$ cat src/rtl/program_loader.sv
// Boot-time program loader: receives a 16-bit word-count header and big-endian
// instruction bytes, writes assembled words to program memory, then releases the core.
module program_loader #(
  parameter int unsigned               MEMORY_DEPTH = 32,
  parameter int unsigned               DATA_WIDTH   = 32,
  parameter logic [DATA_WIDTH-1:0]     BASE_ADDRESS = 32'h0040_0000
) (
  input  logic                  clk,
  input  logic                  reset,
  input  logic                  start,
  input  logic [7:0]            byte_in,
  input  logic                  byte_valid,
  output logic                  byte_ready,
  output logic                  MemWrite,
  output logic [DATA_WIDTH-1:0] MemAddress,
  output logic [DATA_WIDTH-1:0] MemWriteData,
  output logic                  CpuHold,
  output logic                  Done,
  output logic                  Error,
  output logic [15:0]           WordCount
);

  typedef enum logic [2:0] {
    S_IDLE,
    S_HDR_HI,
    S_HDR_LO,
    S_LOAD,
    S_WRITE,
    S_DONE,
    S_ERROR
  } state_t;

  state_t                r_state;
  state_t                w_next;
  logic                  r_byte_ready;
  logic                  r_mem_write;
  logic [DATA_WIDTH-1:0] r_addr;
  logic [DATA_WIDTH-1:0] r_data;
  logic                  r_cpu_hold;
  logic                  r_done;
  logic                  r_error;
  logic [15:0]           r_word_count;
  logic [15:0]           r_header;
  logic [1:0]            r_byte_idx;
  logic                  w_accept;
  logic [15:0]           w_hdr_count;
  logic                  w_restart;

  always_comb begin
    w_accept    = byte_valid && r_byte_ready;
    w_hdr_count = {r_header[15:8], byte_in};
    w_restart   = 1'b0;
    w_next      = r_state;
    case (r_state)
      S_IDLE, S_DONE, S_ERROR: begin
        if (start) begin
          w_next    = S_HDR_HI;
          w_restart = 1'b1;
        end
      end
      S_HDR_HI: if (w_accept) w_next = S_HDR_LO;
      S_HDR_LO: begin
        if (w_accept) begin
          if (w_hdr_count == 16'd0 || w_hdr_count > 16'(MEMORY_DEPTH))
            w_next = S_ERROR;
          else
            w_next = S_LOAD;
        end
      end
      S_LOAD: if (w_accept && r_byte_idx == 2'd3) w_next = S_WRITE;
      S_WRITE: begin
        if (r_word_count + 16'd1 == r_header) w_next = S_DONE;
        else                                  w_next = S_LOAD;
      end
      default: w_next = S_IDLE;
    endcase
  end

  // Handshake and write strobe are registered from the next state so they
  // line up exactly with the state they belong to.
  always_ff @(posedge clk or negedge reset) begin
    if (!reset) begin
      r_state      <= S_IDLE;
      r_byte_ready <= 1'b0;
      r_mem_write  <= 1'b0;
      r_addr       <= BASE_ADDRESS;
      r_data       <= '0;
      r_cpu_hold   <= 1'b1;
      r_done       <= 1'b0;
      r_error      <= 1'b0;
      r_word_count <= '0;
      r_header     <= '0;
      r_byte_idx   <= '0;
    end else begin
      r_state      <= w_next;
      r_byte_ready <= (w_next == S_HDR_HI) || (w_next == S_HDR_LO) || (w_next == S_LOAD);
      r_mem_write  <= (w_next == S_WRITE);
      if (w_restart) begin
        r_done       <= 1'b0;
        r_error      <= 1'b0;
        r_word_count <= '0;
        r_cpu_hold   <= 1'b1;
      end
      case (r_state)
        S_HDR_HI: if (w_accept) r_header[15:8] <= byte_in;
        S_HDR_LO: begin
          if (w_accept) begin
            r_header[7:0] <= byte_in;
            if (w_next == S_ERROR) begin
              r_error <= 1'b1;
            end else begin
              r_addr     <= BASE_ADDRESS;
              r_byte_idx <= '0;
            end
          end
        end
        S_LOAD: begin
          if (w_accept) begin
            r_data     <= {r_data[DATA_WIDTH-9:0], byte_in};
            r_byte_idx <= r_byte_idx + 2'd1;
          end
        end
        S_WRITE: begin
          r_word_count <= r_word_count + 16'd1;
          if (w_next == S_DONE) begin
            r_done     <= 1'b1;
            r_cpu_hold <= 1'b0;
          end else begin
            r_addr <= r_addr + DATA_WIDTH'(4);
          end
        end
        default: ;
      endcase
    end
  end

  assign byte_ready   = r_byte_ready;
  assign MemWrite     = r_mem_write;
  assign MemAddress   = r_addr;
  assign MemWriteData = r_data;
  assign CpuHold      = r_cpu_hold;
  assign Done         = r_done;
  assign Error        = r_error;
  assign WordCount    = r_word_count;

endmodule

$ cat config.mk
export PLATFORM = sky130hd
export DESIGN_NAME = program_loader
export DESIGN_NICKNAME = d
export VERILOG_FILES = /design/src/rtl/program_loader.sv
export SDC_FILE = /design/constraint.sdc
export NUM_CORES = 1
export LEC_CHECK = 0
export CORE_UTILIZATION = 48
export CTS_BUF_LIST = sky130_fd_sc_hd__clkbuf_16
export DETAILED_ROUTE_END_ITERATION = 12
export GPL_TIMING_DRIVEN = 0
export HOLD_SLACK_MARGIN = 0.15
export PLACE_DENSITY_LB_ADDON = 0.05
export REMOVE_ABC_BUFFERS = 1
export SETUP_SLACK_MARGIN = 0.1
export SLEW_MARGIN = 5
export SYNTH_ARGS = -nofsm -noshare
export SYNTH_HDL_FRONTEND = slang
export SYNTH_SLANG_ARGS = --single-unit
$ cat constraint.sdc
create_clock -name clk -period 2.8 [get_ports clk]
set_input_delay 0.28 -clock clk [delete_from_list [all_inputs] [get_ports clk]]
set_output_delay 0.28 -clock clk [all_outputs]
set_load 0.02 [all_outputs]
==> results of run 1 <==
-- stage by stage --
stage	instance area (um^2)	hold WS (ns)	setup TNS [ns]
6_report	7327	0.4529	-1.664
5_1_grt	7327	0.5022	-4.259
4_1_cts	7041	0.4703	-0.2625
3_5_place_dp	6306	0.3088	-29.56
3_3_place_gp	6267	0.4656	-294.89
2_1_floorplan	5156	-0.01559	-12.39
-- registers in the layout (all words and copies together), names as in the netlist --
signal	cells
Done	1
r_state	3
r_header	16
CpuHold	1
MemAddress	30
Error	1
byte_ready	1
WordCount	16
MemWrite	1
r_byte_idx	2
MemWriteData	32
-- kinds of logic after synthesis --
group,Yosys count,share of synthesized area
buffers and inverters,38,0.03367
flip-flops,104,0.4936
adder cells (fa/ha/maj),3,0.007113
XOR/XNOR,23,0.03817
other,1,0.0007106
AO/OA/AOI/OAI,113,0.1325
AND/OR/NAND/NOR,180,0.1842
multiplexers,52,0.1100
-- synth_stat cells, drive strengths merged, types with 11 or more instances --
cell type  count
o21ai         53
mux2          48
clkbuf        13
inv           14
nand2         48
a21oi         19
xnor2         18
nor3          11
nor2          28
dfrtp        102
nand3         27
buf           11
o31ai         12
-- layout make-up --
cell class	count	area, um^2	share of cell area
multi-input combinational	378	2858	0.3900
sequential	104	2620	0.3576
timing repair buffer	136	1340	0.1829
clock buffer	9	225.2	0.03074
tap	136	170.2	0.02322
clock inverter	7	61.31	0.008367
inverter	14	52.55	0.007172
-- power breakdown --
group          switching [mW]  internal, mW  total (mW)
registers               0.653          2.08        2.74
logic                    1.55          1.66        3.20
clock network           0.618         0.625        1.24
total                    2.82          4.37        7.18
-- final timing paths --
check	from	end	slack (ns)
worst min register to register	r_byte_idx[0]	r_byte_idx[0]	0.48
max in group asynchronous	reset	WordCount[11]	1.64
worst min-delay path	reset	MemAddress[30]	0.45
min in group clk	r_byte_idx[0]	r_byte_idx[0]	0.48
worst max register to register	WordCount[1]	MemAddress[17]	-0.12
worst max-delay path	WordCount[1]	MemAddress[17]	-0.12
-- timing repair --
| item | in CTS | in global routing |
|---|---|---|
| hold buffers | 1 | 0 |
| hold endpoints to repair | 38 | 0 |
| endpoints found under the setup margin | 49 | 34 |
| setup buffers | 31 | 8 |
| cloned | 3 | 3 |
| gates resized for setup | 44 | 53 |
| pin swaps | 12 | 19 |
-- routing by layer --
metal | share of wire | vias up | routed length [um] | track usage
li1 | - | 2134 | - | -
met2 | 0.52 | 142 | 6982 | 0.4069
met5 | 0 | - | 0 | 0
met1 | 0.42 | 2272 | 5631 | 0.3074
met4 | 0.016 | 0 | 218 | 0.07339
met3 | 0.043 | 18 | 574 | 0.04073
-- critical path: stages, from the launching register on --
cell,delay (ns)
dfrtp_2,0.43
ha_4,0.19
nand3_4,0.13
buf_12,0.16
nor4_4,0.17
xnor2_1,0.11
or4_4,0.44
or4b_4,0.61
a21oi_4,0.23
buf_6,0.16
o21bai_4,0.11
a21o_1,0.11
==> summary.md, run 1 <==
| Metric | Value |
|---|---|
| Area added between synthesis and finish | `38.83%` |
| Initial Utilization | `0.5022` |
| Syn avg cell area | `10.27 um^2` |
| Layout cells sized above 1 | `0.2778` |
| Total Wirelength | `13,410 um` |
| Maximum buffer depth of the clock tree | `2` |
| Setup CP Type | `register to register` |
| Final setup fails | `29` |
| DP Worst Slack | `-1.013 ns` |
| Peak VDD IR | `0.6301 mV` |
| Starting DRT DRC Count | `263` |
| All-layer global routing usage | `0.2376` |
| Power Dens Cells | `980.3 mW/mm^2` |
| Core area | `0.01051 mm^2` |
| Die width | `106.9 um` |
| Initial antenna violation count | `0` |
| Worst Path Max Fanout | `6` |
| Skew final | `0.006304 ns` |
| Die H | `106.9 um` |
| LEAKAGE | `3.002 nW` |
| Drt pass-1 iters | `5` |
| Worst-path clk slew | `0.08 ns` |
| Slew Limit Headroom | `0.3304` |
| Via count | `4,566` |
| Fill cells | `813` |
| Yosys warning count | `0` |
| Final hold vios | `0` |
| Max-slew violations | `0` |
| Post-synth top flop | `dfrtp_1` |
| # IOs | `97` |
| Post-DP HPWL | `8211 um` |
| Post-synth EDFFs | `0` |
| Syn Std Cell Area | `0.005278 mm^2` |
| TritonCTS clock tree | `done` |
| Critical path required time | `3.10 ns` |
| Fin nets | `658` |
| Largest net degree at the start of global routing | `66` |
| WP data arrival | `3.21 ns` |
| Synth cell types | `59` |
| Commonest non-fill, non-tap cell in the layout | `clkdlybuf4s50_1` |
| IO Port Bufs | `94` |
| DR vias/cell | `5.824` |
| Post-route setup slack | `-0.1155 ns` |
| Crit path capture type | `register` |
| TritonCTS Sinks | `104` |
| Diodes inserted | `0` |
| Global-route wire length before repair | `21,250 um` |
| Post-synth top area share | `0.4836` |
| Most frequent cells in the layout | `93 x clkdlybuf4s50_1, 90 x dfrtp_1, 48 x mux2_2, 44 x nand2_1, 31 x buf_4` |
| Max-cap violations | `0` |
| Register area share after synthesis | `0.4936` |
| Outcome | `finished with violations` |
| R2R depth | `11` |
| RSZ-0062 raised after global routing | `true` |
| H-tree lvl count | `3` |
| Seq cells post-synth | `104` |
| Non-Filler Instances | `784` |
| Fin crit share | `1.041` |
| RD Place Congestion | `0.8016` |
| Post-Synthesis Cells | `514` |
| Fmax | `0.3430 GHz` |
| Tmin final | `2.916 ns` |
| Worst hold-check path type | `primary input to asynchronous set/reset pin` |
| Core Util, Final | `0.6972` |
| Power Total | `7.183 mW` |
| Final ANT Viol Nets | `0` |
| Asr flop ratio synth | `1.000` |
| Inst Count DP | `722` |
| Startpoint types | `register` |
| TritonCTS Buffers | `9` |
| WL/cell | `17.10 um` |
| Least-Margin Pin Slew | `0.9961 ns` |
| Die area | `0.01142 mm^2` |
| Clk Tree Root Cell | `clkbuf_16` |
| Drc violations | `0` |
| Row cnt | `37` |
| Worst-Skew Late Latency | `0.35 ns` |
| Failing checks | `negative setup slack` |
| Area leader, netlist | `dfrtp_1` |
| Number of global-route vias before repair | `4,237` |
| Synth top area cells | `dfrtp_1 48%, mux2_2 10%, o21ai_0 4.3%, nand2_1 3.4%, xnor2_1 3.0%` |
| Overflow after GRT | `0` |
(Power assumes the default switching activity.)
==> run 2, diff against run 1 <==
- CORE_UTILIZATION: 48 -> 45
==> run 2 against run 1 <==
  * The run still ends with negative setup slack left
  * Non-clock buffer count grew 17
  * Power grew 1.7%
  * Worst hold slack gained 0.040 ns
  * Sequential power is essentially flat
  * Routed wire length grew 2.3%
  * Clock skew shrank 0.0019 ns
==> summary.md, run 2 (synthesized netlist as in run 1, its figures left out) <==
| Metric | Value |
|---|---|
| Outcome | `finished with violations` |
| Failing checks | `negative setup slack` |
| Global-route wire length before repair | `21,660 um` |
| Worst-Skew Late Latency | `0.35 ns` |
| Clk Tree Root Cell | `clkbuf_16` |
| Maximum buffer depth of the clock tree | `2` |
| Final ANT Viol Nets | `0` |
| Via count | `4,588` |
| Max FFs per register | `32` |
| Sequential share of power | `0.371` |
| Fmax | `0.3402 GHz` |
| Max-cap violations | `0` |
| Tmin final | `2.940 ns` |
| Largest net degree at the start of global routing | `55` |
| RSZ-0062 raised after global routing | `true` |
| Initial antenna violation count | `0` |
| Combinational power share | `0.433` |
| Inst Count DP | `729` |
| # IOs | `97` |
| Switching Fraction | `0.3723` |
| Overflow after GRT | `0` |
| Placed inst area | `0.006317 mm^2` |
| Post-route setup slack | `-0.1396 ns` |
| Worst Setup SP | `WordCount[3]` |
| TritonCTS Buffers | `9` |
| Core area | `0.01142 mm^2` |
| Hold EP | `Error` |
| Worst hold path stage count | `2` |
| Diodes inserted | `0` |
| Post-route design area | `0.007405 mm^2` |
| Layout cells sized above 1 | `0.2693` |
| Die H | `110.3 um` |
| Crit path capture type | `register` |
| Post-DP HPWL | `8285 um` |
| LEAKAGE | `3.081 nW` |
| R2R Setup Slk | `-0.14 ns` |
| RD Place Congestion | `0.7934` |
| Area added between synthesis and finish | `40.30%` |
| H-tree lvl count | `3` |
| Internal power | `4.588 mW` |
| Worst hold path startpoint | `Error` |
| Number of global-route vias before repair | `4,323` |
| Net Switching | `2.721 mW` |
| DR vias/cell | `5.706` |
| Power Total | `7.308 mW` |
| WL/cell | `17.05 um` |
| Initial Utilization | `0.4622` |
| Peak VDD IR | `0.5808 mV` |
| IO Port Bufs | `94` |
| Drt pass-1 iters | `4` |
| Skew final | `0.004357 ns` |
| Least-Margin Pin Slew | `1.005 ns` |
| Startpoint types | `register` |
| Drc violations | `0` |
| Row cnt | `39` |
| Slew Limit Headroom | `0.3246` |
| Starting DRT DRC Count | `332` |
| Max-slew violations | `0` |
| R2R depth | `10` |
| Fin crit share | `1.050` |
| WP data arrival | `3.23 ns` |
| Die width | `110.3 um` |
| R2r endpoint | `MemAddress[17]` |
| Setup CP Type | `register to register` |
| TritonCTS clock tree | `done` |
| TritonCTS Sinks | `104` |
| Most frequent cells in the layout | `93 x clkdlybuf4s50_1, 90 x dfrtp_1, 51 x buf_4, 48 x mux2_2, 45 x nand2_1` |
| Worst Path Max Fanout | `13` |
| All-layer global routing usage | `0.2332` |
| Die area | `0.01217 mm^2` |
| Commonest non-fill, non-tap cell in the layout | `clkdlybuf4s50_1` |
| Fin nets | `672` |
| Critical path required time | `3.09 ns` |
| Worst-path clk slew | `0.07 ns` |
| DP Worst Slack | `-0.9913 ns` |
| Power Dens Cells | `987.0 mW/mm^2` |
| Reg-to-reg startpoint | `WordCount[3]` |
| Final hold vios | `0` |
| Clock share of power | `0.196` |
| Total Wirelength | `13,710 um` |
| Non-Filler Instances | `804` |
| Worst hold-check path type | `register to register` |
| Final setup fails | `29` |
## run 2: cell count changes in the layout (fill, tap and decap cells not counted), moves of 3 or more
cell / previous run / this run
nand2_4: 3 / 0
o21ai_0: 30 / 41
buf_4: 31 / 51
o21ai_1: 13 / 10
buf_6: 7 / 3
a21oi_1: 12 / 18
o21ai_2: 10 / 1
bufinv_16: 0 / 3
a21oi_2: 6 / 0
## run 2: layer usage
layer  vias up  wire, um  GRT usage
met2       147      6838     0.3886
met1      2267      5980     0.2984
met5         -         0          0
met3        20       631    0.04174
li1       2154         -          -
met4         0       261    0.09774
## run 2: power by group through the flow
stage	clock network [mW]	logic, mW	registers [mW]
final	1.43	3.16	2.71
after global routing	1.52	3.41	2.80
after detailed placement	0	2.91	2.72
after CTS	1.46	3.10	2.72
after floorplan	0	1.24	3.09
after global placement	0	2.84	2.68
## run 2: what timing repair did
| action | CTS | global route |
|---|---|---|
| resized for setup | 52 | 8 |
| hold endpoints to repair | 49 | 0 |
| setup buffers | 50 | 7 |
| endpoints found under the setup margin | 37 | 34 |
| gates cloned | 1 | 1 |
| pin swaps | 17 | 12 |
| hold buffers | 1 | 0 |
## run 2: cell type report
| class | count | area (um^2) |
|---|---|---|
| clock buffers | 9 | 225.2 |
| clock inverters | 6 | 107.6 |
| fillers | 954 | 4014 |
| inverters | 14 | 52.55 |
| multi-input cells | 375 | 2755 |
| flip-flops and latches | 104 | 2620 |
| well taps | 143 | 178.9 |
| repair buffers | 153 | 1465 |
## run 2: worst max-delay path, cell delays in order (launching register included)
cell      delay [ns]
dfrtp_2         0.45
buf_12          0.13
nand4_4         0.15
nor4_4          0.30
xnor2_1         0.12
or4_4           0.50
or4b_4          0.65
a21oi_4         0.19
buf_12          0.15
o21bai_1        0.11
a21o_1          0.12
## run 2: worst max-delay path by stage
stage | endpoint | slack (ns)
after detailed placement | MemAddress[12] | -0.99
after floorplan | MemAddress[22] | -0.49
after global routing | MemAddress[17] | -0.23
final | MemAddress[17] | -0.14
after global placement | WordCount[11] | -2.56
after CTS | MemAddress[30] | 0.002
## run 2: stage by stage
stage	utilization	TNS, ns	hold slack (ns)
3_5_place_dp	0.5533	-26.80	0.3568
2_1_floorplan	-	-12.39	-0.01559
5_1_grt	0.6485	-5.848	0.5109
6_report	0.6485	-2.963	0.4930
4_1_cts	0.6392	0	0.4945
3_3_place_gp	0.5496	-297.33	0.4646
==> run 3, diff against run 2 <==
- clock period: 2.8 -> 3.1 ns (I/O delays scaled with it)
==> run 3 against run 2 <==
  * Sequential share of layout area grew 1.1 points
  * Design area decreased by 2.9%
  * Cell count is 2.7% lower
  * Global-route usage shrank 1.4 points
  * First-iteration DRC count decreased by 8.7%
  * Power fell by 10%
  * Clock-buffer cell count is the same
  * Utilization shrank 1.9 points
  * Worst hold slack got worse by 0.00076 ns
  * The flow now finishes without violations
  * Clock skew down 0.00060 ns
  * Maximum frequency shrank 2.9%
  * Highest routed layer unchanged
==> summary.md, run 3 (synthesized netlist as in run 1, its figures left out) <==
| Metric | Value |
|---|---|
| Die width | `110.3 um` |
| Post-route setup slack | `0.07179 ns` |
| Max-cap violations | `0` |
| Critical path required time | `3.37 ns` |
| Worst-path clk slew | `0.07 ns` |
| Multi-input gate area | `0.002734 mm^2` |
| All-layer global routing usage | `0.2192` |
| Tmin final | `3.028 ns` |
| Fin nets | `650` |
| WP data arrival | `3.30 ns` |
| Final ANT Viol Nets | `0` |
| Skew final | `0.003755 ns` |
| Max-slew violations | `0` |
| Initial antenna violation count | `0` |
| Diodes inserted | `0` |
| Layout cells sized above 1 | `0.2379` |
| M1 wire length | `5678 um` |
| Area added between synthesis and finish | `36.20%` |
| R2R depth | `10` |
| Worst hold path stage count | `2` |
| RD Place Congestion | `0.7934` |
| Slew Limit Headroom | `0.3279` |
| IO Port Bufs | `94` |
| Worst-Skew Late Latency | `0.35 ns` |
| Max FFs per register | `32` |
| Reg-to-reg startpoint | `WordCount[0]` |
| Maximum buffer depth of the clock tree | `2` |
| Worst Path Max Fanout | `7` |
| Outcome | `complete, no violations` |
| Total Wirelength | `13,070 um` |
| Worst hold path startpoint | `Error` |
| Critical-path cell list | `ha_4 > nand3_4 > nor4_4 > xnor2_2 > or4_4 > or4b_4 > a21oi_4 > buf_6 > a21oi_1 > mux2i_1` |
| Register Area | `0.002623 mm^2` |
| Peak VDD IR | `0.5234 mV` |
| Fill cells | `978` |
| Crit-path slowest cell | `or4b_4` |
| Worst hold-check path type | `register to register` |
| Setup CP Type | `register to register` |
| Post-DP HPWL | `8285 um` |
| Startpoint types | `register` |
| Initial Utilization | `0.4622` |
| Levels on crit path | `10` |
| Met3 WL | `602 um` |
| Setup TNS | `0 ns` |
| Die area | `0.01217 mm^2` |
| Max incr delay on CP | `0.67 ns` |
| Least-Margin Pin Slew | `0.9999 ns` |
| Worst Setup SP | `WordCount[0]` |
| Power Dens Cells | `912.8 mW/mm^2` |
| Via count | `4,434` |
| DR WL met2 | `6611 um` |
| Starting DRT DRC Count | `303` |
| Power Total | `6.561 mW` |
| Final setup fails | `0` |
| Post-route design area | `0.007188 mm^2` |
| Placed inst area | `0.006317 mm^2` |
| Row cnt | `39` |
| DP Worst Slack | `-0.6913 ns` |
| H-tree lvl count | `3` |
| Most frequent cells in the layout | `93 x clkdlybuf4s50_1, 88 x dfrtp_1, 48 x mux2_2, 45 x nand2_1, 41 x o21ai_0` |
| Drc violations | `0` |
| WL/cell | `16.72 um` |
| Drt pass-1 iters | `7` |
| Largest net degree at the start of global routing | `55` |
| Fin crit share | `0.9768` |
| Global-route wire length before repair | `20,430 um` |
| TritonCTS Sinks | `104` |
| Core area | `0.01142 mm^2` |
| Clk Tree Root Cell | `clkbuf_16` |
| DR vias/cell | `5.670` |
| TritonCTS Buffers | `9` |
| Fmax | `0.3302 GHz` |
| Crit path capture type | `register` |
| Number of global-route vias before repair | `4,062` |
| Commonest non-fill, non-tap cell in the layout | `clkdlybuf4s50_1` |
| TritonCTS clock tree | `done` |
| # IOs | `97` |
| LEAKAGE | `2.958 nW` |
| Top sig layer | `met4` |
| Overflow after GRT | `0` |
| Core Util, Final | `0.6295` |
| Final hold vios | `0` |
| Top delay family on crit path | `simple AND/OR/NAND/NOR gates` |
| RSZ-0062 raised after global routing | `true` |
| Die H | `110.3 um` |
| Sum of buffers and inverters on the critical path | `1` |
## run 3: layout make-up
cell class                      instances  area share
Clock buffer                            9     0.03133
Timing Repair Buffer                  131      0.1763
Tap cell                              143     0.02489
Sequential cell                       104      0.3648
Clock inverter                          6     0.01497
Multi-Input combinational cell        375      0.3803
Inverter                               14    0.007311
## run 3: layer usage
metal / vias to the layer above / GRT usage
met5: - / 0
met3: 12 / 0.03880
met2: 113 / 0.3660
li1: 2115 / -
met1: 2194 / 0.2849
met4: 0 / 0.07989
## run 3: final timing paths
check | endpoint | slack, ns
max | MemAddress[30] | 0.07
min reg2reg | Error | 0.49
max in group asynchronous | CpuHold | 1.82
min | Error | 0.49
max reg2reg | MemAddress[30] | 0.07
min in group asynchronous | MemAddress[23] | 0.53
## run 3: what timing repair did
action / in CTS / in global routing
pin swaps: 6 / 9
cloned: 1 / 1
gates resized for setup: 26 / 29
buffers inserted: 9 / 26
hold buffers: 1 / 0
endpoints found under the setup margin: 35 / 31
endpoints found under the hold margin: 49 / 0
## run 3: stage by stage
step	std cells	hold slack [ns]
2_1_floorplan	491	0.01441
5_1_grt	782	0.5110
3_3_place_gp	728	0.4646
4_1_cts	755	0.4944
3_5_place_dp	729	0.3868
6_report	782	0.4923
## run 3: report_power, final
| group | switching, mW | internal, mW | leakage [nW] |
|---|---|---|---|
| Combinational | 1.37 | 1.45 | 1.51 |
| Clock | 0.504 | 0.784 | 0.163 |
| Sequential | 0.568 | 1.88 | 1.28 |
| Total | 2.44 | 4.12 | 2.96 |
## run 3: tightest hold or removal path, stage by stage (launching register included)
cell	delay (ns)
dfrtp_1	0.35
nand2_1	0.06
nand2_1	0.06
